===== config.mk =====
export PLATFORM = sky130hd
export DESIGN_NAME = axi_write_arbiter_flat
export DESIGN_NICKNAME = d
export VERILOG_FILES = /design/src/rtl/axi_write_arbiter_if.sv /design/src/rtl/axi_write_arbiter.sv /design/src/flat_wrapper.sv
export SDC_FILE = /design/constraint.sdc
export NUM_CORES = 1
export LEC_CHECK = 0
export ABC_AREA = 1
export BUFFER_PORTS_ARGS = -buffer_cell sky130_fd_sc_hd__buf_2
export CELL_PAD_IN_SITES_DETAIL_PLACEMENT = 1
export CELL_PAD_IN_SITES_GLOBAL_PLACEMENT = 2
export CORE_MARGIN = 8
export CORE_UTILIZATION = 18
export DETAILED_ROUTE_END_ITERATION = 7
export GPL_ROUTABILITY_DRIVEN = 0
export PLACE_DENSITY_LB_ADDON = 0.1
export SLEW_MARGIN = 10
export SYNTH_ARGS = -nofsm -noshare
export SYNTH_HDL_FRONTEND = slang
export SYNTH_SLANG_ARGS = --single-unit

===== constraint.sdc =====
create_clock -name aclk -period 3.8 [get_ports aclk]
set_input_delay 0.38 -clock aclk [delete_from_list [all_inputs] [get_ports aclk]]
set_output_delay 0.38 -clock aclk [all_outputs]
set_load 0.01 [all_outputs]

===== src/rtl/axi_write_arbiter_if.sv =====
// One AXI3 write channel bundle (AW, W, B) shared by the arbiter's slave and master ports.
// Handshake rule: a beat moves on a rising edge when valid and ready are both high; the side
// asserting valid keeps its payload stable until that beat.
interface axi_write_arbiter_if #(
    parameter int AXI_ID_WIDTH   = 6,
    parameter int AXI_ADDR_WIDTH = 32,
    parameter int AXI_DATA_WIDTH = 64
);
    logic [AXI_ID_WIDTH-1:0]     awid;
    logic [3:0]                  awlen;
    logic [2:0]                  awsize;
    logic [1:0]                  awburst;
    logic [3:0]                  awcache;
    logic [AXI_ADDR_WIDTH-1:0]   awaddr;
    logic                        awvalid;
    logic                        awready;
    logic [AXI_ID_WIDTH-1:0]     wid;
    logic [AXI_DATA_WIDTH/8-1:0] wstrb;
    logic                        wlast;
    logic [AXI_DATA_WIDTH-1:0]   wdata;
    logic                        wvalid;
    logic                        wready;
    logic                        bvalid;
    logic                        bready;

    modport master (
        output awid, awlen, awsize, awburst, awcache, awaddr, awvalid,
        input  awready,
        output wid, wstrb, wlast, wdata, wvalid,
        input  wready,
        input  bvalid,
        output bready
    );

    modport slave (
        input  awid, awlen, awsize, awburst, awcache, awaddr, awvalid,
        output awready,
        input  wid, wstrb, wlast, wdata, wvalid,
        output wready,
        output bvalid,
        input  bready
    );
endinterface


===== src/rtl/axi_write_arbiter.sv =====
// Two-slave to one-master AXI3 write arbiter: round-robin AW into a register stage,
// W and B steered by order queues recording which slave owns each outstanding burst.
module axi_write_arbiter #(
    parameter int AXI_ID_WIDTH   = 6,
    parameter int AXI_ADDR_WIDTH = 32,
    parameter int AXI_DATA_WIDTH = 64,
    parameter int QUEUE_DEPTH    = 4
) (
    input  logic                aclk,
    input  logic                aresetn,
    axi_write_arbiter_if.slave  s0_axi,
    axi_write_arbiter_if.slave  s1_axi,
    axi_write_arbiter_if.master m_axi
);
    localparam int PW  = $clog2(QUEUE_DEPTH);
    localparam int CW  = PW + 1;
    localparam int AWW = AXI_ID_WIDTH + 13 + AXI_ADDR_WIDTH;

    logic                   aw_valid_q, aw_valid_d;
    logic [AWW-1:0]         aw_q, aw_d;
    logic                   prio_q, prio_d;
    logic [CW-1:0]          out_cnt_q, out_cnt_d;
    logic [QUEUE_DEPTH-1:0] wq_mem_q, wq_mem_d, bq_mem_q, bq_mem_d;
    logic [PW-1:0]          wq_rd_q, wq_rd_d, wq_wr_q, wq_wr_d;
    logic [PW-1:0]          bq_rd_q, bq_rd_d, bq_wr_q, bq_wr_d;
    logic [CW-1:0]          wq_cnt_q, wq_cnt_d, bq_cnt_q, bq_cnt_d;

    logic           grant, aw_acc;
    logic           w_ne, w_head, w_vld, w_last, w_pop;
    logic           b_ne, b_head, b_rdy, b_pop;
    logic [AWW-1:0] s0_aw, s1_aw;

    assign s0_aw = {s0_axi.awid, s0_axi.awlen, s0_axi.awsize, s0_axi.awburst,
                    s0_axi.awcache, s0_axi.awaddr};
    assign s1_aw = {s1_axi.awid, s1_axi.awlen, s1_axi.awsize, s1_axi.awburst,
                    s1_axi.awcache, s1_axi.awaddr};

    always_comb begin
        // prio_q names the slave that wins a tie; a lone requester always wins
        grant  = (s0_axi.awvalid && s1_axi.awvalid) ? prio_q : s1_axi.awvalid;
        aw_acc = aresetn && (s0_axi.awvalid || s1_axi.awvalid) &&
                 (!aw_valid_q || m_axi.awready) && (out_cnt_q < CW'(QUEUE_DEPTH));
        w_ne   = (wq_cnt_q != '0);
        w_head = wq_mem_q[wq_rd_q];
        w_vld  = w_ne && (w_head ? s1_axi.wvalid : s0_axi.wvalid);
        w_last = w_head ? s1_axi.wlast : s0_axi.wlast;
        w_pop  = w_vld && m_axi.wready && w_last;
        b_ne   = (bq_cnt_q != '0);
        b_head = bq_mem_q[bq_rd_q];
        b_rdy  = b_ne && (b_head ? s1_axi.bready : s0_axi.bready);
        b_pop  = b_rdy && m_axi.bvalid;
    end

    always_comb begin
        aw_valid_d = aw_valid_q;
        aw_d       = aw_q;
        prio_d     = prio_q;
        wq_mem_d   = wq_mem_q;
        wq_rd_d    = wq_rd_q;
        wq_wr_d    = wq_wr_q;
        bq_mem_d   = bq_mem_q;
        bq_rd_d    = bq_rd_q;
        bq_wr_d    = bq_wr_q;
        if (aw_acc) begin
            aw_valid_d        = 1'b1;
            aw_d              = grant ? s1_aw : s0_aw;
            prio_d            = ~grant;
            wq_mem_d[wq_wr_q] = grant;
            wq_wr_d           = wq_wr_q + PW'(1);
        end else if (m_axi.awready) begin
            aw_valid_d = 1'b0;
        end
        if (w_pop) begin
            wq_rd_d           = wq_rd_q + PW'(1);
            bq_mem_d[bq_wr_q] = w_head;
            bq_wr_d           = bq_wr_q + PW'(1);
        end
        if (b_pop) begin
            bq_rd_d = bq_rd_q + PW'(1);
        end
        wq_cnt_d  = wq_cnt_q + CW'(aw_acc) - CW'(w_pop);
        bq_cnt_d  = bq_cnt_q + CW'(w_pop) - CW'(b_pop);
        out_cnt_d = out_cnt_q + CW'(aw_acc) - CW'(b_pop);
    end

    always_ff @(posedge aclk) begin
        if (!aresetn) begin
            aw_valid_q <= 1'b0;
            prio_q     <= 1'b0;
            out_cnt_q  <= '0;
            wq_rd_q    <= '0;
            wq_wr_q    <= '0;
            wq_cnt_q   <= '0;
            bq_rd_q    <= '0;
            bq_wr_q    <= '0;
            bq_cnt_q   <= '0;
        end else begin
            aw_valid_q <= aw_valid_d;
            prio_q     <= prio_d;
            out_cnt_q  <= out_cnt_d;
            wq_rd_q    <= wq_rd_d;
            wq_wr_q    <= wq_wr_d;
            wq_cnt_q   <= wq_cnt_d;
            bq_rd_q    <= bq_rd_d;
            bq_wr_q    <= bq_wr_d;
            bq_cnt_q   <= bq_cnt_d;
        end
    end

    // Payload and queue storage are only read behind a valid flag or a non-zero count
    always_ff @(posedge aclk) begin
        aw_q     <= aw_d;
        wq_mem_q <= wq_mem_d;
        bq_mem_q <= bq_mem_d;
    end

    assign s0_axi.awready = aw_acc && !grant;
    assign s1_axi.awready = aw_acc && grant;
    assign {m_axi.awid, m_axi.awlen, m_axi.awsize, m_axi.awburst,
            m_axi.awcache, m_axi.awaddr} = aw_q;
    assign m_axi.awvalid  = aw_valid_q;

    assign m_axi.wid      = w_head ? s1_axi.wid   : s0_axi.wid;
    assign m_axi.wstrb    = w_head ? s1_axi.wstrb : s0_axi.wstrb;
    assign m_axi.wlast    = w_last;
    assign m_axi.wdata    = w_head ? s1_axi.wdata : s0_axi.wdata;
    assign m_axi.wvalid   = w_vld;
    assign s0_axi.wready  = w_ne && !w_head && m_axi.wready;
    assign s1_axi.wready  = w_ne && w_head && m_axi.wready;

    assign m_axi.bready   = b_rdy;
    assign s0_axi.bvalid  = b_ne && !b_head && m_axi.bvalid;
    assign s1_axi.bvalid  = b_ne && b_head && m_axi.bvalid;
endmodule


===== src/flat_wrapper.sv =====
// flat-port wrapper written by rule: the top's interface ports become plain ports
module axi_write_arbiter_flat 
#(
    parameter int AXI_ID_WIDTH   = 6,
    parameter int AXI_ADDR_WIDTH = 32,
    parameter int AXI_DATA_WIDTH = 64,
    parameter int QUEUE_DEPTH    = 4
)
  (aclk, aresetn, s0_axi_awid, s0_axi_awlen, s0_axi_awsize, s0_axi_awburst, s0_axi_awcache, s0_axi_awaddr, s0_axi_awvalid, s0_axi_awready, s0_axi_wid, s0_axi_wstrb, s0_axi_wlast, s0_axi_wdata, s0_axi_wvalid, s0_axi_wready, s0_axi_bvalid, s0_axi_bready, s1_axi_awid, s1_axi_awlen, s1_axi_awsize, s1_axi_awburst, s1_axi_awcache, s1_axi_awaddr, s1_axi_awvalid, s1_axi_awready, s1_axi_wid, s1_axi_wstrb, s1_axi_wlast, s1_axi_wdata, s1_axi_wvalid, s1_axi_wready, s1_axi_bvalid, s1_axi_bready, m_axi_awid, m_axi_awlen, m_axi_awsize, m_axi_awburst, m_axi_awcache, m_axi_awaddr, m_axi_awvalid, m_axi_awready, m_axi_wid, m_axi_wstrb, m_axi_wlast, m_axi_wdata, m_axi_wvalid, m_axi_wready, m_axi_bvalid, m_axi_bready);
  axi_write_arbiter_if #(.AXI_ID_WIDTH(AXI_ID_WIDTH), .AXI_ADDR_WIDTH(AXI_ADDR_WIDTH), .AXI_DATA_WIDTH(AXI_DATA_WIDTH)) s0_axi_i ();
  axi_write_arbiter_if #(.AXI_ID_WIDTH(AXI_ID_WIDTH), .AXI_ADDR_WIDTH(AXI_ADDR_WIDTH), .AXI_DATA_WIDTH(AXI_DATA_WIDTH)) s1_axi_i ();
  axi_write_arbiter_if #(.AXI_ID_WIDTH(AXI_ID_WIDTH), .AXI_ADDR_WIDTH(AXI_ADDR_WIDTH), .AXI_DATA_WIDTH(AXI_DATA_WIDTH)) m_axi_i ();
  input  logic aclk;
  input  logic aresetn;
  input wire logic [$bits(s0_axi_i.awid)-1:0] s0_axi_awid;
  input wire logic [$bits(s0_axi_i.awlen)-1:0] s0_axi_awlen;
  input wire logic [$bits(s0_axi_i.awsize)-1:0] s0_axi_awsize;
  input wire logic [$bits(s0_axi_i.awburst)-1:0] s0_axi_awburst;
  input wire logic [$bits(s0_axi_i.awcache)-1:0] s0_axi_awcache;
  input wire logic [$bits(s0_axi_i.awaddr)-1:0] s0_axi_awaddr;
  input wire logic [$bits(s0_axi_i.awvalid)-1:0] s0_axi_awvalid;
  output wire logic [$bits(s0_axi_i.awready)-1:0] s0_axi_awready;
  input wire logic [$bits(s0_axi_i.wid)-1:0] s0_axi_wid;
  input wire logic [$bits(s0_axi_i.wstrb)-1:0] s0_axi_wstrb;
  input wire logic [$bits(s0_axi_i.wlast)-1:0] s0_axi_wlast;
  input wire logic [$bits(s0_axi_i.wdata)-1:0] s0_axi_wdata;
  input wire logic [$bits(s0_axi_i.wvalid)-1:0] s0_axi_wvalid;
  output wire logic [$bits(s0_axi_i.wready)-1:0] s0_axi_wready;
  output wire logic [$bits(s0_axi_i.bvalid)-1:0] s0_axi_bvalid;
  input wire logic [$bits(s0_axi_i.bready)-1:0] s0_axi_bready;
  input wire logic [$bits(s1_axi_i.awid)-1:0] s1_axi_awid;
  input wire logic [$bits(s1_axi_i.awlen)-1:0] s1_axi_awlen;
  input wire logic [$bits(s1_axi_i.awsize)-1:0] s1_axi_awsize;
  input wire logic [$bits(s1_axi_i.awburst)-1:0] s1_axi_awburst;
  input wire logic [$bits(s1_axi_i.awcache)-1:0] s1_axi_awcache;
  input wire logic [$bits(s1_axi_i.awaddr)-1:0] s1_axi_awaddr;
  input wire logic [$bits(s1_axi_i.awvalid)-1:0] s1_axi_awvalid;
  output wire logic [$bits(s1_axi_i.awready)-1:0] s1_axi_awready;
  input wire logic [$bits(s1_axi_i.wid)-1:0] s1_axi_wid;
  input wire logic [$bits(s1_axi_i.wstrb)-1:0] s1_axi_wstrb;
  input wire logic [$bits(s1_axi_i.wlast)-1:0] s1_axi_wlast;
  input wire logic [$bits(s1_axi_i.wdata)-1:0] s1_axi_wdata;
  input wire logic [$bits(s1_axi_i.wvalid)-1:0] s1_axi_wvalid;
  output wire logic [$bits(s1_axi_i.wready)-1:0] s1_axi_wready;
  output wire logic [$bits(s1_axi_i.bvalid)-1:0] s1_axi_bvalid;
  input wire logic [$bits(s1_axi_i.bready)-1:0] s1_axi_bready;
  output wire logic [$bits(m_axi_i.awid)-1:0] m_axi_awid;
  output wire logic [$bits(m_axi_i.awlen)-1:0] m_axi_awlen;
  output wire logic [$bits(m_axi_i.awsize)-1:0] m_axi_awsize;
  output wire logic [$bits(m_axi_i.awburst)-1:0] m_axi_awburst;
  output wire logic [$bits(m_axi_i.awcache)-1:0] m_axi_awcache;
  output wire logic [$bits(m_axi_i.awaddr)-1:0] m_axi_awaddr;
  output wire logic [$bits(m_axi_i.awvalid)-1:0] m_axi_awvalid;
  input wire logic [$bits(m_axi_i.awready)-1:0] m_axi_awready;
  output wire logic [$bits(m_axi_i.wid)-1:0] m_axi_wid;
  output wire logic [$bits(m_axi_i.wstrb)-1:0] m_axi_wstrb;
  output wire logic [$bits(m_axi_i.wlast)-1:0] m_axi_wlast;
  output wire logic [$bits(m_axi_i.wdata)-1:0] m_axi_wdata;
  output wire logic [$bits(m_axi_i.wvalid)-1:0] m_axi_wvalid;
  input wire logic [$bits(m_axi_i.wready)-1:0] m_axi_wready;
  input wire logic [$bits(m_axi_i.bvalid)-1:0] m_axi_bvalid;
  output wire logic [$bits(m_axi_i.bready)-1:0] m_axi_bready;
  assign s0_axi_i.awid = s0_axi_awid;
  assign s0_axi_i.awlen = s0_axi_awlen;
  assign s0_axi_i.awsize = s0_axi_awsize;
  assign s0_axi_i.awburst = s0_axi_awburst;
  assign s0_axi_i.awcache = s0_axi_awcache;
  assign s0_axi_i.awaddr = s0_axi_awaddr;
  assign s0_axi_i.awvalid = s0_axi_awvalid;
  assign s0_axi_awready = s0_axi_i.awready;
  assign s0_axi_i.wid = s0_axi_wid;
  assign s0_axi_i.wstrb = s0_axi_wstrb;
  assign s0_axi_i.wlast = s0_axi_wlast;
  assign s0_axi_i.wdata = s0_axi_wdata;
  assign s0_axi_i.wvalid = s0_axi_wvalid;
  assign s0_axi_wready = s0_axi_i.wready;
  assign s0_axi_bvalid = s0_axi_i.bvalid;
  assign s0_axi_i.bready = s0_axi_bready;
  assign s1_axi_i.awid = s1_axi_awid;
  assign s1_axi_i.awlen = s1_axi_awlen;
  assign s1_axi_i.awsize = s1_axi_awsize;
  assign s1_axi_i.awburst = s1_axi_awburst;
  assign s1_axi_i.awcache = s1_axi_awcache;
  assign s1_axi_i.awaddr = s1_axi_awaddr;
  assign s1_axi_i.awvalid = s1_axi_awvalid;
  assign s1_axi_awready = s1_axi_i.awready;
  assign s1_axi_i.wid = s1_axi_wid;
  assign s1_axi_i.wstrb = s1_axi_wstrb;
  assign s1_axi_i.wlast = s1_axi_wlast;
  assign s1_axi_i.wdata = s1_axi_wdata;
  assign s1_axi_i.wvalid = s1_axi_wvalid;
  assign s1_axi_wready = s1_axi_i.wready;
  assign s1_axi_bvalid = s1_axi_i.bvalid;
  assign s1_axi_i.bready = s1_axi_bready;
  assign m_axi_awid = m_axi_i.awid;
  assign m_axi_awlen = m_axi_i.awlen;
  assign m_axi_awsize = m_axi_i.awsize;
  assign m_axi_awburst = m_axi_i.awburst;
  assign m_axi_awcache = m_axi_i.awcache;
  assign m_axi_awaddr = m_axi_i.awaddr;
  assign m_axi_awvalid = m_axi_i.awvalid;
  assign m_axi_i.awready = m_axi_awready;
  assign m_axi_wid = m_axi_i.wid;
  assign m_axi_wstrb = m_axi_i.wstrb;
  assign m_axi_wlast = m_axi_i.wlast;
  assign m_axi_wdata = m_axi_i.wdata;
  assign m_axi_wvalid = m_axi_i.wvalid;
  assign m_axi_i.wready = m_axi_wready;
  assign m_axi_i.bvalid = m_axi_bvalid;
  assign m_axi_bready = m_axi_i.bready;
  axi_write_arbiter #(.AXI_ID_WIDTH(AXI_ID_WIDTH), .AXI_ADDR_WIDTH(AXI_ADDR_WIDTH), .AXI_DATA_WIDTH(AXI_DATA_WIDTH), .QUEUE_DEPTH(QUEUE_DEPTH)) u_core (.aclk(aclk), .aresetn(aresetn), .s0_axi(s0_axi_i), .s1_axi(s1_axi_i), .m_axi(m_axi_i));
endmodule

==> results of run 1 <==
-- worst max-delay path by stage --
stage	depth (start not counted)	slack (ns)	start	to
6_report	8	1.16	u_core.wq_rd_q[0]	m_axi_wdata[32]
5_1_grt	8	0.89	u_core.wq_rd_q[0]	m_axi_wdata[32]
4_1_cts	8	1.08	u_core.wq_rd_q[0]	m_axi_wdata[43]
3_5_place_dp	6	1.24	aresetn	u_core.aw_q[20]
3_3_place_gp	6	1.30	aresetn	u_core.aw_q[19]
2_1_floorplan	10	0.86	aresetn	u_core.out_cnt_q[2]
-- per-stage QoR --
step | worst slack, ns | cells | hold WS (ns)
2_1_floorplan | 0.858 | 651 | 0.423
6_report | 1.16 | 1388 | 0.300
3_5_place_dp | 1.24 | 1368 | 0.448
3_3_place_gp | 1.30 | 1368 | 0.443
4_1_cts | 1.08 | 1384 | 0.282
5_1_grt | 0.886 | 1386 | 0.294
-- Yosys cell counts --
library cell | n | area (um^2)
a211oi_1 | 1 | 7.51
a21oi_1 | 8 | 40.0
buf_1 | 1 | 3.75
buf_2 | 9 | 45.0
buf_4 | 1 | 7.51
clkbuf_1 | 17 | 63.8
dfxtp_1 | 19 | 380
edfxtp_1 | 59 | 1770
fa_1 | 3 | 60.1
ha_1 | 14 | 175
inv_1 | 42 | 158
inv_2 | 3 | 11.3
nand2_1 | 419 | 1570
nand2_2 | 2 | 12.5
nand2_4 | 2 | 22.5
nand3_1 | 5 | 25.0
nand3_2 | 3 | 30.0
nand3_4 | 1 | 17.5
nand4_1 | 4 | 25.0
nor2_1 | 24 | 90.1
nor3_1 | 3 | 15.0
o21ai_0 | 6 | 30.0
xnor2_1 | 1 | 8.76
xor2_1 | 4 | 35.0
-- where the power goes --
group          switching, mW  leakage (nW)  total (mW)  internal, mW
combinational          0.793          3.34        1.27         0.475
clock                  0.371         0.157       0.926         0.555
sequential            0.0486         0.714        1.12          1.07
-- kinds of logic (layout without fill, tap and decap cells) --
logic type / count (synthesis) / count (layout) / share of synthesized area [%]
other cells: 0 / 4 / 0
fa+ha+maj: 17 / 17 / 5.10
compound gates: 15 / 15 / 1.68
flops: 78 / 78 / 46.7
xor+xnor: 5 / 5 / 0.950
buf+inv: 73 / 476 / 6.27
simple gates: 463 / 463 / 39.3
-- metal layers --
metal  GRT usage [%]  up-vias  wire, um
met5               0        -        72
met4            3.53       12       330
met3            6.88       32      2550
met2            26.6      237     12000
met1            15.4     2309      9150
li1                -     2795         -
-- worst reg2reg max path, stage by stage, from the launching register on --
cell and delay [ns]:
dfxtp_1 0.34, nor3_1 0.36, inv_1 0.10, nand3_1 0.10, nand2_1 0.08, nand2_1 0.10, inv_1 0.08, ha_1 0.28
inv_1 0.04, ha_1 0.18, fa_1 0.37, xnor2_1 0.21, o21ai_0 0.10, a21oi_1 0.12
-- flip-flops by register name, indices dropped and copies added (netlist names) --
register	count
u_core.aw_q	51
u_core.bq_mem_q	4
u_core.wq_mem_q	4
u_core.bq_cnt_q	3
u_core.out_cnt_q	3
u_core.wq_cnt_q	3
u_core.bq_rd_q	2
u_core.bq_wr_q	2
u_core.wq_rd_q	2
u_core.wq_wr_q	2
u_core.m_axi.awvalid	1
u_core.prio_q	1
-- layout make-up --
class,count,area share [%]
Clock buffer,11,3.47
Antenna cell,4,0.137
Clock inverter,5,0.821
Multi-Input combinational cell,500,29.6
Sequential cell,78,29.4
Timing Repair Buffer,415,28.6
Tap cell,330,5.64
Inverter,45,2.31
==> impl_metrics.tcl, run 1 <==
set metrics [dict create \
    htreeDepth 3 \
    critPathBufInv 3 \
    period_share_pct 69.5 \
    maxSlewHeadroom_pct 45.5 \
    post-route-util_pct 29.1 \
    overflow 0 \
    cts_resized 0 \
    hold_depth 3 \
    cts_inserted_buffers 9 \
    skew_ns 0.00698 \
    cts.sink_count 78 \
    synthesis.nets 939 \
    critPathKind "flip-flop to primary output" \
    timing.critical_path.max_delay_family "buffers and inverters" \
    portBuffers 409 \
    holdPathEnd "u_core.aw_q[5]" \
    cts.clk_slew.worst_paths_ns 0.07 \
    grt_antenna_before_repair 10 \
    tns_ns 0 \
    dp_hpwl_um 20000 \
    die_area_um2 31000 \
    status "complete, no violations" \
    worst_pin_slew_ns 0.818 \
    final_common_cell "nand2_1" \
    seq_area_um2 2150 \
    maxCapViolations 0 \
    path_cells "inv_2 > nand2_1 > nand3_2 > nand2_4 > buf_4 > nand2_1 > nand2_1 > buf_2" \
    setup.worst_path.end_class "primary output" \
    synth_cells 651 \
    grt_usage_pct 14.8 \
    power_mw 3.31 \
    n_fill_cell 3302 \
    hold_viol 0 \
    die_w_um 176 \
    cpMostUsedCell "nand2_1" \
    start_util_pct 18.3 \
    root_buffer "clkbuf_16" \
    drt-pass1-iter-count 4 \
    placed_cell_area_um2 7000 \
    routedWlPerCell_um 17.3 \
    max_freq_mhz 379 \
    routed_via_density 3.88 \
    cp.required_ns 3.42 \
    min_from "s1_axi_awaddr[5]" \
    power_density_nw_per_um2 452 \
    peakVddDrop_uv 216 \
    clock_latency_ns 0.34 \
    r2r_cells 13 \
    cts_tree "done" \
    multiInputGateArea_um2 2170 \
    first_iter_violations 174 \
    setup_viol 0 \
    final_cell_mix "nand2_1, buf_2, edfxtp_1" \
    min_path_type "input pin to flip-flop" \
    post_cts_buffers 0 \
    rsz0062_at_grt "no" \
    die_height_um 176 \
    synth_seq_cells 78 \
    routed_wl_um 24100 \
    grt_pass1_wl_um 35000 \
    synth.avg_cell_area_um2 7.08 \
    reg2reg_to "u_core.out_cnt_q[2]" \
    nets 1337 \
    coreArea_um2 25200 \
    drtAntennaViolNets 0 \
    area_delta_synth_final_pct 58.8 \
    vias 5385 \
    critPathLaunchType "flip-flop" \
    seq_area_frac_synth_pct 46.7 \
    rows 58 \
    slew_viol_final 0 \
    cts_hold_buf 0 \
    grt_pass1_vias 5693 \
    post-route-drc-count 0 \
    synth_area_um2 4610 \
    power_leakage_nw 4.21 \
    crit_fanout 79 \
    r2r_slack_ns 1.26 \
    critical-path-slowest-cell "buf_4" \
    grt_start_max_net_pins 80 \
    clockBufferDepth 2 \
    arrival_ns 2.26 \
    r2r_start "u_core.bq_cnt_q[1]" \
    synth_warnings 0 \
    finish.instance_area_um2 7320 \
    cp_slowest_stage_delay_ns 0.65 \
    period_minus_slack_ns 2.64 \
    drive_above_1_share_pct 42.0 \
    synthDistinctLibCells 24 \
    ios 410 \
]
(Power assumes the default switching activity.)
==> run 2, diff against run 1 <==
--- a/config.mk
+++ b/config.mk
@@ -5,12 +5,12 @@
 export SDC_FILE = /design/constraint.sdc
 export NUM_CORES = 1
 export LEC_CHECK = 0
-export ABC_AREA = 1
+export ABC_AREA = 0
 export BUFFER_PORTS_ARGS = -buffer_cell sky130_fd_sc_hd__buf_2
 export CELL_PAD_IN_SITES_DETAIL_PLACEMENT = 1
 export CELL_PAD_IN_SITES_GLOBAL_PLACEMENT = 2
 export CORE_MARGIN = 8
-export CORE_UTILIZATION = 18
+export CORE_UTILIZATION = 21
 export DETAILED_ROUTE_END_ITERATION = 7
 export GPL_ROUTABILITY_DRIVEN = 0
 export PLACE_DENSITY_LB_ADDON = 0.1
==> constraint.sdc (replaced) <==
create_clock -name aclk -period 2.7 [get_ports aclk]
set_input_delay 0.27 -clock aclk [delete_from_list [all_inputs] [get_ports aclk]]
set_output_delay 0.27 -clock aclk [all_outputs]
set_load 0.01 [all_outputs]
==> run 2 against run 1 <==
Against the previous run:
- total power increased by 37%
- global-route usage is 0.19 points higher
- utilization increased by 5.1 points
- non-clock buffer count grew 4
- critical endpoint is now u_core.wq_cnt_q[2]
- flip-flop and latch count unchanged
- critical path depth is 2 higher
- first-iteration DRC count fell by 26%
- via count is 20% lower
- largest cell class unchanged
- highest routed layer unchanged
- setup slack worse by 1.1 ns
- register-to-register slack lost 1.2 ns
==> impl_metrics.tcl, run 2 <==
set metrics [dict create \
    status "complete, no violations" \
    nets 1043 \
    synthDistinctLibCells 32 \
    rsz0062_at_grt "yes" \
    stdcell_count 1041 \
    synth_area_um2 4540 \
    largest_reg_flops 51 \
    setup.worst_path.end_class "flip-flop" \
    synthesis.nets 629 \
    dp.cells 1021 \
    met2WireLength_um 10600 \
    root_buffer "clkbuf_16" \
    routedWlPerCell_um 20.4 \
    wl_met1_um 7800 \
    cts.sink_count 78 \
    synth_cells 341 \
    route.met3.wl_um 2410 \
    cts.clk_slew.worst_paths_ns 0.07 \
    min_path_type "input pin to flip-flop" \
    grt_pass1_wl_um 29800 \
    layout_setup_ws_ns 0.0495 \
    maxSlewHeadroom_pct 47.9 \
    critPathLaunchType "flip-flop" \
    grt_start_max_net_pins 87 \
    drt-pass1-iter-count 4 \
    ys_async_sr_fraction_pct 0 \
    synth_top_area_share_pct 39.0 \
    synth_edf_count 59 \
    maxCapViolations 0 \
    synth.avg_cell_area_um2 13.3 \
    drive_above_1_share_pct 76.3 \
    reg_top3 "u_core.aw_q (51), u_core.bq_mem_q (4), u_core.wq_mem_q (4)" \
    skew_ns 0.00932 \
    cts_tree "done" \
    seq_area_frac_synth_pct 47.4 \
    drtAntennaViolNets 0 \
    p_clk_share_pct 29.2 \
    die_area_um2 26600 \
    first_iter_violations 128 \
    grt_pass1_vias 4729 \
    p_comb_share_pct 36.3 \
    setup_viol 0 \
    power_leakage_nw 3.43 \
    slew_viol_final 0 \
    synth_seq_cells 78 \
    ios 410 \
    ys.flop_type "edfxtp_1" \
    yosysMostFrequentCell "mux2_2" \
    period_minus_slack_ns 2.65 \
    vias 4324 \
    regMostFlops "u_core.aw_q" \
    cp.required_ns 2.93 \
    dp_hpwl_um 18200 \
    overflow 0 \
    p_sw_mw 1.40 \
    cts_inserted_buffers 9 \
    arrival_ns 2.88 \
    placed_cell_area_um2 6970 \
    swShare_pct 31.0 \
    die_w_um 163 \
    period_share_pct 98.2 \
    power_density_nw_per_um2 616 \
    clockBufferDepth 2 \
    p_seq_share_pct 34.4 \
    grt_antenna_before_repair 7 \
    finish.instance_area_um2 7360 \
    clock_latency_ns 0.34 \
    synth_warnings 0 \
    synth_top_cell_by_area "edfxtp_1" \
    die_height_um 163 \
    crit_fanout 2 \
    htreeDepth 3 \
    p_int_mw 3.13 \
    final_cell_mix "buf_2, mux2_2, edfxtp_1" \
    top_layer "met5" \
    routed_via_density 4.15 \
    grt_usage_pct 15.0 \
    start_util_pct 21.1 \
    critPathKind "flip-flop to flip-flop" \
    final_common_cell "buf_2" \
    max_freq_mhz 377 \
    rows 54 \
    synthTopCellsByArea "edfxtp_1, mux2_2, dfxtp_1, ha_1, and2_1" \
    worst_pin_slew_ns 0.781 \
    coreArea_um2 21600 \
    hold_viol 0 \
    peakVddDrop_uv 287 \
    place_ws_ns -0.0115 \
    post-route-drc-count 0 \
    yosys-top-cells-count "mux2_2, edfxtp_1, dfxtp_1, inv_1, and2_1" \
    routed_wl_um 21200 \
    whs_ns 0.224 \
    area_delta_synth_final_pct 61.9 \
    portBuffers 409 \
]
[run 2: area by class of cell]
| type | instances | area (um^2) |
|---|---|---|
| fill | 2522 | 14200 |
| clock inverter | 6 | 92.6 |
| timing repair buffer | 419 | 2140 |
| tap | 280 | 350 |
| antenna | 1 | 2.50 |
| sequential | 78 | 2150 |
| multi-input combinational | 228 | 2320 |
| inverter | 19 | 71.3 |
| clock buffer | 10 | 229 |
[run 2: power by group through the flow]
stage	Sequential, mW	Combinational [mW]	Clock (mW)
floorplan	1.62	0.900	0
global placement	1.58	1.63	0
detailed placement	1.58	1.65	0
CTS	1.56	1.68	1.38
global route	1.58	1.82	1.42
finish	1.56	1.65	1.32
[run 2: repair_timing]
action	4_1_cts	5_1_grt
gates resized for setup	6	3
setup buffers	2	1
pin swaps	3	6
endpoints found under the setup margin	81	6
hold buffers	0	0
[run 2: cell families (layout without fill, tap and decap cells)]
group	after synthesis	count (layout)	synth area share, %
AO/OA/AOI/OAI	13	13	1.71
buffers and inverters	35	454	3.14
flip-flops	78	78	47.4
AND/OR/NAND/NOR	48	48	5.73
multiplexers	143	143	35.5
adder cells (fa/ha/maj)	17	17	5.18
XOR/XNOR	7	7	1.35
other	0	1	0
[run 2: final timing paths]
kind,startpoint,end,slack [ns],cells after the start
worst min register to register,u_core.bq_wr_q[1],u_core.bq_wr_q[1],0.50,2
worst max register to register,u_core.wq_mem_q[3],u_core.wq_cnt_q[2],0.05,10
worst min-delay path,s1_axi_awaddr[31],u_core.aw_q[31],0.22,2
worst max-delay path,u_core.wq_mem_q[3],u_core.wq_cnt_q[2],0.05,10
[run 2: metrics by stage]
| stage | util [%] | total power, mW | TNS [ns] |
|---|---|---|---|
| 2_1_floorplan | - | 2.52 | -0.827 |
| 3_3_place_gp | 32.3 | 3.21 | 0 |
| 3_5_place_dp | 32.3 | 3.23 | -0.0115 |
| 4_1_cts | 34.0 | 4.62 | 0 |
| 5_1_grt | 34.1 | 4.82 | -0.139 |
| 6_report | 34.1 | 4.53 | 0 |
[run 2: critical path, stage by stage (launching register included)]
cell	delay, ns
edfxtp_1	0.38
mux4_4	0.64
mux2_4	0.35
nor2_4	0.14
ha_4	0.14
inv_2	0.04
ha_4	0.15
fa_2	0.35
xnor2_2	0.14
xnor2_1	0.14
nor2_1	0.06
[run 2: layer usage]
layer / up-vias / GRT usage, %
met5: - / 0
met1: 1965 / 16.0
met3: 27 / 6.98
li1: 2073 / -
met2: 251 / 26.1
met4: 8 / 4.34
==> run 3, diff against run 2 <==
--- a/config.mk
+++ b/config.mk
@@ -14,6 +14,7 @@
 export DETAILED_ROUTE_END_ITERATION = 7
 export GPL_ROUTABILITY_DRIVEN = 0
 export PLACE_DENSITY_LB_ADDON = 0.1
+export REMOVE_ABC_BUFFERS = 1
 export SLEW_MARGIN = 10
 export SYNTH_ARGS = -nofsm -noshare
 export SYNTH_HDL_FRONTEND = slang
==> run 3 against run 2 <==
Against the previous run:
- clock power is essentially flat
- cell count is the same
- critical path depth is the same
- sequential power is essentially flat
- utilization shrank 0.16 points
- via count grew 1.0%
- setup slack gained 0.032 ns
- non-clock buffer count shrank 1
- register-to-register slack gained 0.03 ns
- critical path type unchanged
- largest power group unchanged
==> impl_metrics.tcl, run 3 (synthesized netlist as in run 2, its figures left out) <==
set metrics [dict create \
    status "complete, no violations" \
    path_cells "mux4_4 > mux2_4 > nor2_4 > ha_1 > inv_2 > ha_4 > fa_2 > xnor2_2 > xnor2_1 > nor2_1" \
    hold_viol 0 \
    reg_top3 "u_core.aw_q (51), u_core.bq_mem_q (4), u_core.wq_mem_q (4)" \
    routed_via_density 4.20 \
    max_freq_mhz 382 \
    crit_fanout 3 \
    maxSlewHeadroom_pct 49.3 \
    final_common_cell "buf_2" \
    grt_usage_pct 15.2 \
    critical-path-slowest-cell "mux4_4" \
    slew_viol_final 0 \
    clock_latency_ns 0.34 \
    regMostFlops "u_core.aw_q" \
    routedWlPerCell_um 20.6 \
    clockBufferDepth 2 \
    post_cts_buffers 0 \
    nets 1042 \
    timing.critical_path.max_delay_family "multiplexers" \
    routed_wl_um 21400 \
    layout_setup_ws_ns 0.0814 \
    final_cell_mix "buf_2, mux2_2, edfxtp_1" \
    place_ws_ns -0.00371 \
    die_area_um2 26600 \
    grt_start_max_net_pins 87 \
    dp_hpwl_um 18500 \
    period_minus_slack_ns 2.62 \
    overflow 0 \
    cts.clk_slew.worst_paths_ns 0.07 \
    root_buffer "clkbuf_16" \
    post-route-drc-count 0 \
    arrival_ns 2.85 \
    rows 54 \
    grt_pass1_wl_um 30100 \
    drive_above_1_share_pct 76.2 \
    rsz0062_at_grt "no" \
    setup_viol 0 \
    die_height_um 163 \
    critPathBufInv 1 \
    finish.instance_area_um2 7320 \
    die_w_um 163 \
    ios 410 \
    htreeDepth 3 \
    cts_tree "done" \
    critPathKind "flip-flop to flip-flop" \
    portBuffers 409 \
    largest_reg_flops 51 \
    peakVddDrop_uv 338 \
    worst_pin_slew_ns 0.760 \
    start_util_pct 21.1 \
    seq_area_um2 2150 \
    coreArea_um2 21600 \
    vias 4368 \
    cp_slowest_stage_delay_ns 0.64 \
    setup.worst_path.end_class "flip-flop" \
    cp.required_ns 2.93 \
    critPathLaunchType "flip-flop" \
    drt-pass1-iter-count 4 \
    grt_pass1_vias 5013 \
    whs_ns 0.224 \
    power_mw 4.50 \
    multiInputGateArea_um2 2300 \
    cts_hold_buf 0 \
    power_leakage_nw 3.43 \
    maxCapViolations 0 \
    n_fill_cell 2506 \
    cts_inserted_buffers 9 \
    drtAntennaViolNets 0 \
    min_path_type "input pin to flip-flop" \
    first_iter_violations 92 \
    tns_ns 0 \
    period_share_pct 97.0 \
    placed_cell_area_um2 6970 \
    grt_antenna_before_repair 3 \
    cts.sink_count 78 \
    area_delta_synth_final_pct 61.2 \
    power_density_nw_per_um2 615 \
    skew_ns 0.00871 \
]
[run 3: changes by cell type in the layout (fill, tap and decap cells not counted), sizes merged]
| cell | previous run | this run |
|---|---|---|
| buf | 419 | 418 |
| bufinv | 2 | 1 |
| clkbuf | 10 | 11 |
| clkinv | 0 | 1 |
| clkinvlp | 2 | 0 |
| diode | 1 | 2 |
| inv | 21 | 22 |
[run 3: worst paths after layout]
path | from | end | slack, ns | cells after the start
worst min register to register | u_core.bq_wr_q[1] | u_core.bq_wr_q[1] | 0.50 | 2
worst max register to register | u_core.wq_mem_q[3] | u_core.wq_cnt_q[2] | 0.08 | 10
worst max-delay path | u_core.wq_mem_q[3] | u_core.wq_cnt_q[2] | 0.08 | 10
worst min-delay path | s1_axi_awaddr[1] | u_core.aw_q[1] | 0.22 | 2
[run 3: final cells by class]
class	instances	share of cell area (%)
multi-input cells	228	31.4
diodes	2	0.0683
inverters	19	0.974
flip-flops and latches	78	29.4
repair buffers	418	29.1
well taps	280	4.78
clock buffers	11	3.45
clock inverters	5	0.854
[run 3: worst reg2reg max path: stages (launching register included)]
cell,delay [ns]
edfxtp_1,0.38
mux4_4,0.64
mux2_4,0.35
nor2_4,0.10
ha_1,0.15
inv_2,0.04
ha_4,0.15
fa_2,0.37
xnor2_2,0.14
xnor2_1,0.13
nor2_1,0.05
[run 3: timing repair]
item / CTS / global route
endpoints found under the setup margin: 81 / 2
hold endpoints to repair: 0 / 0
gates resized for setup: 4 / 4
pin swaps: 1 / 2
[run 3: metrics by stage]
stage / std cells / utilization (%)
detailed placement: 1023 / 32.3
CTS: 1039 / 33.9
global route: 1041 / 34.0
global placement: 1023 / 32.3
floorplan: 325 / -
finish: 1041 / 34.0
[run 3: power by group]
group / internal, mW / switching, mW
clock network: 0.776 / 0.528
logic: 0.823 / 0.815
registers: 1.49 / 0.0739
total: 3.09 / 1.42
[run 3: layer usage]
metal / GRT usage (%) / up-vias / wire length (um)
li1: - / 2072 / -
met4: 4.71 / 0 / 340
met5: 0 / - / 0
met1: 12.9 / 2101 / 6410
met3: 6.15 / 22 / 1680
met2: 31.2 / 173 / 13000
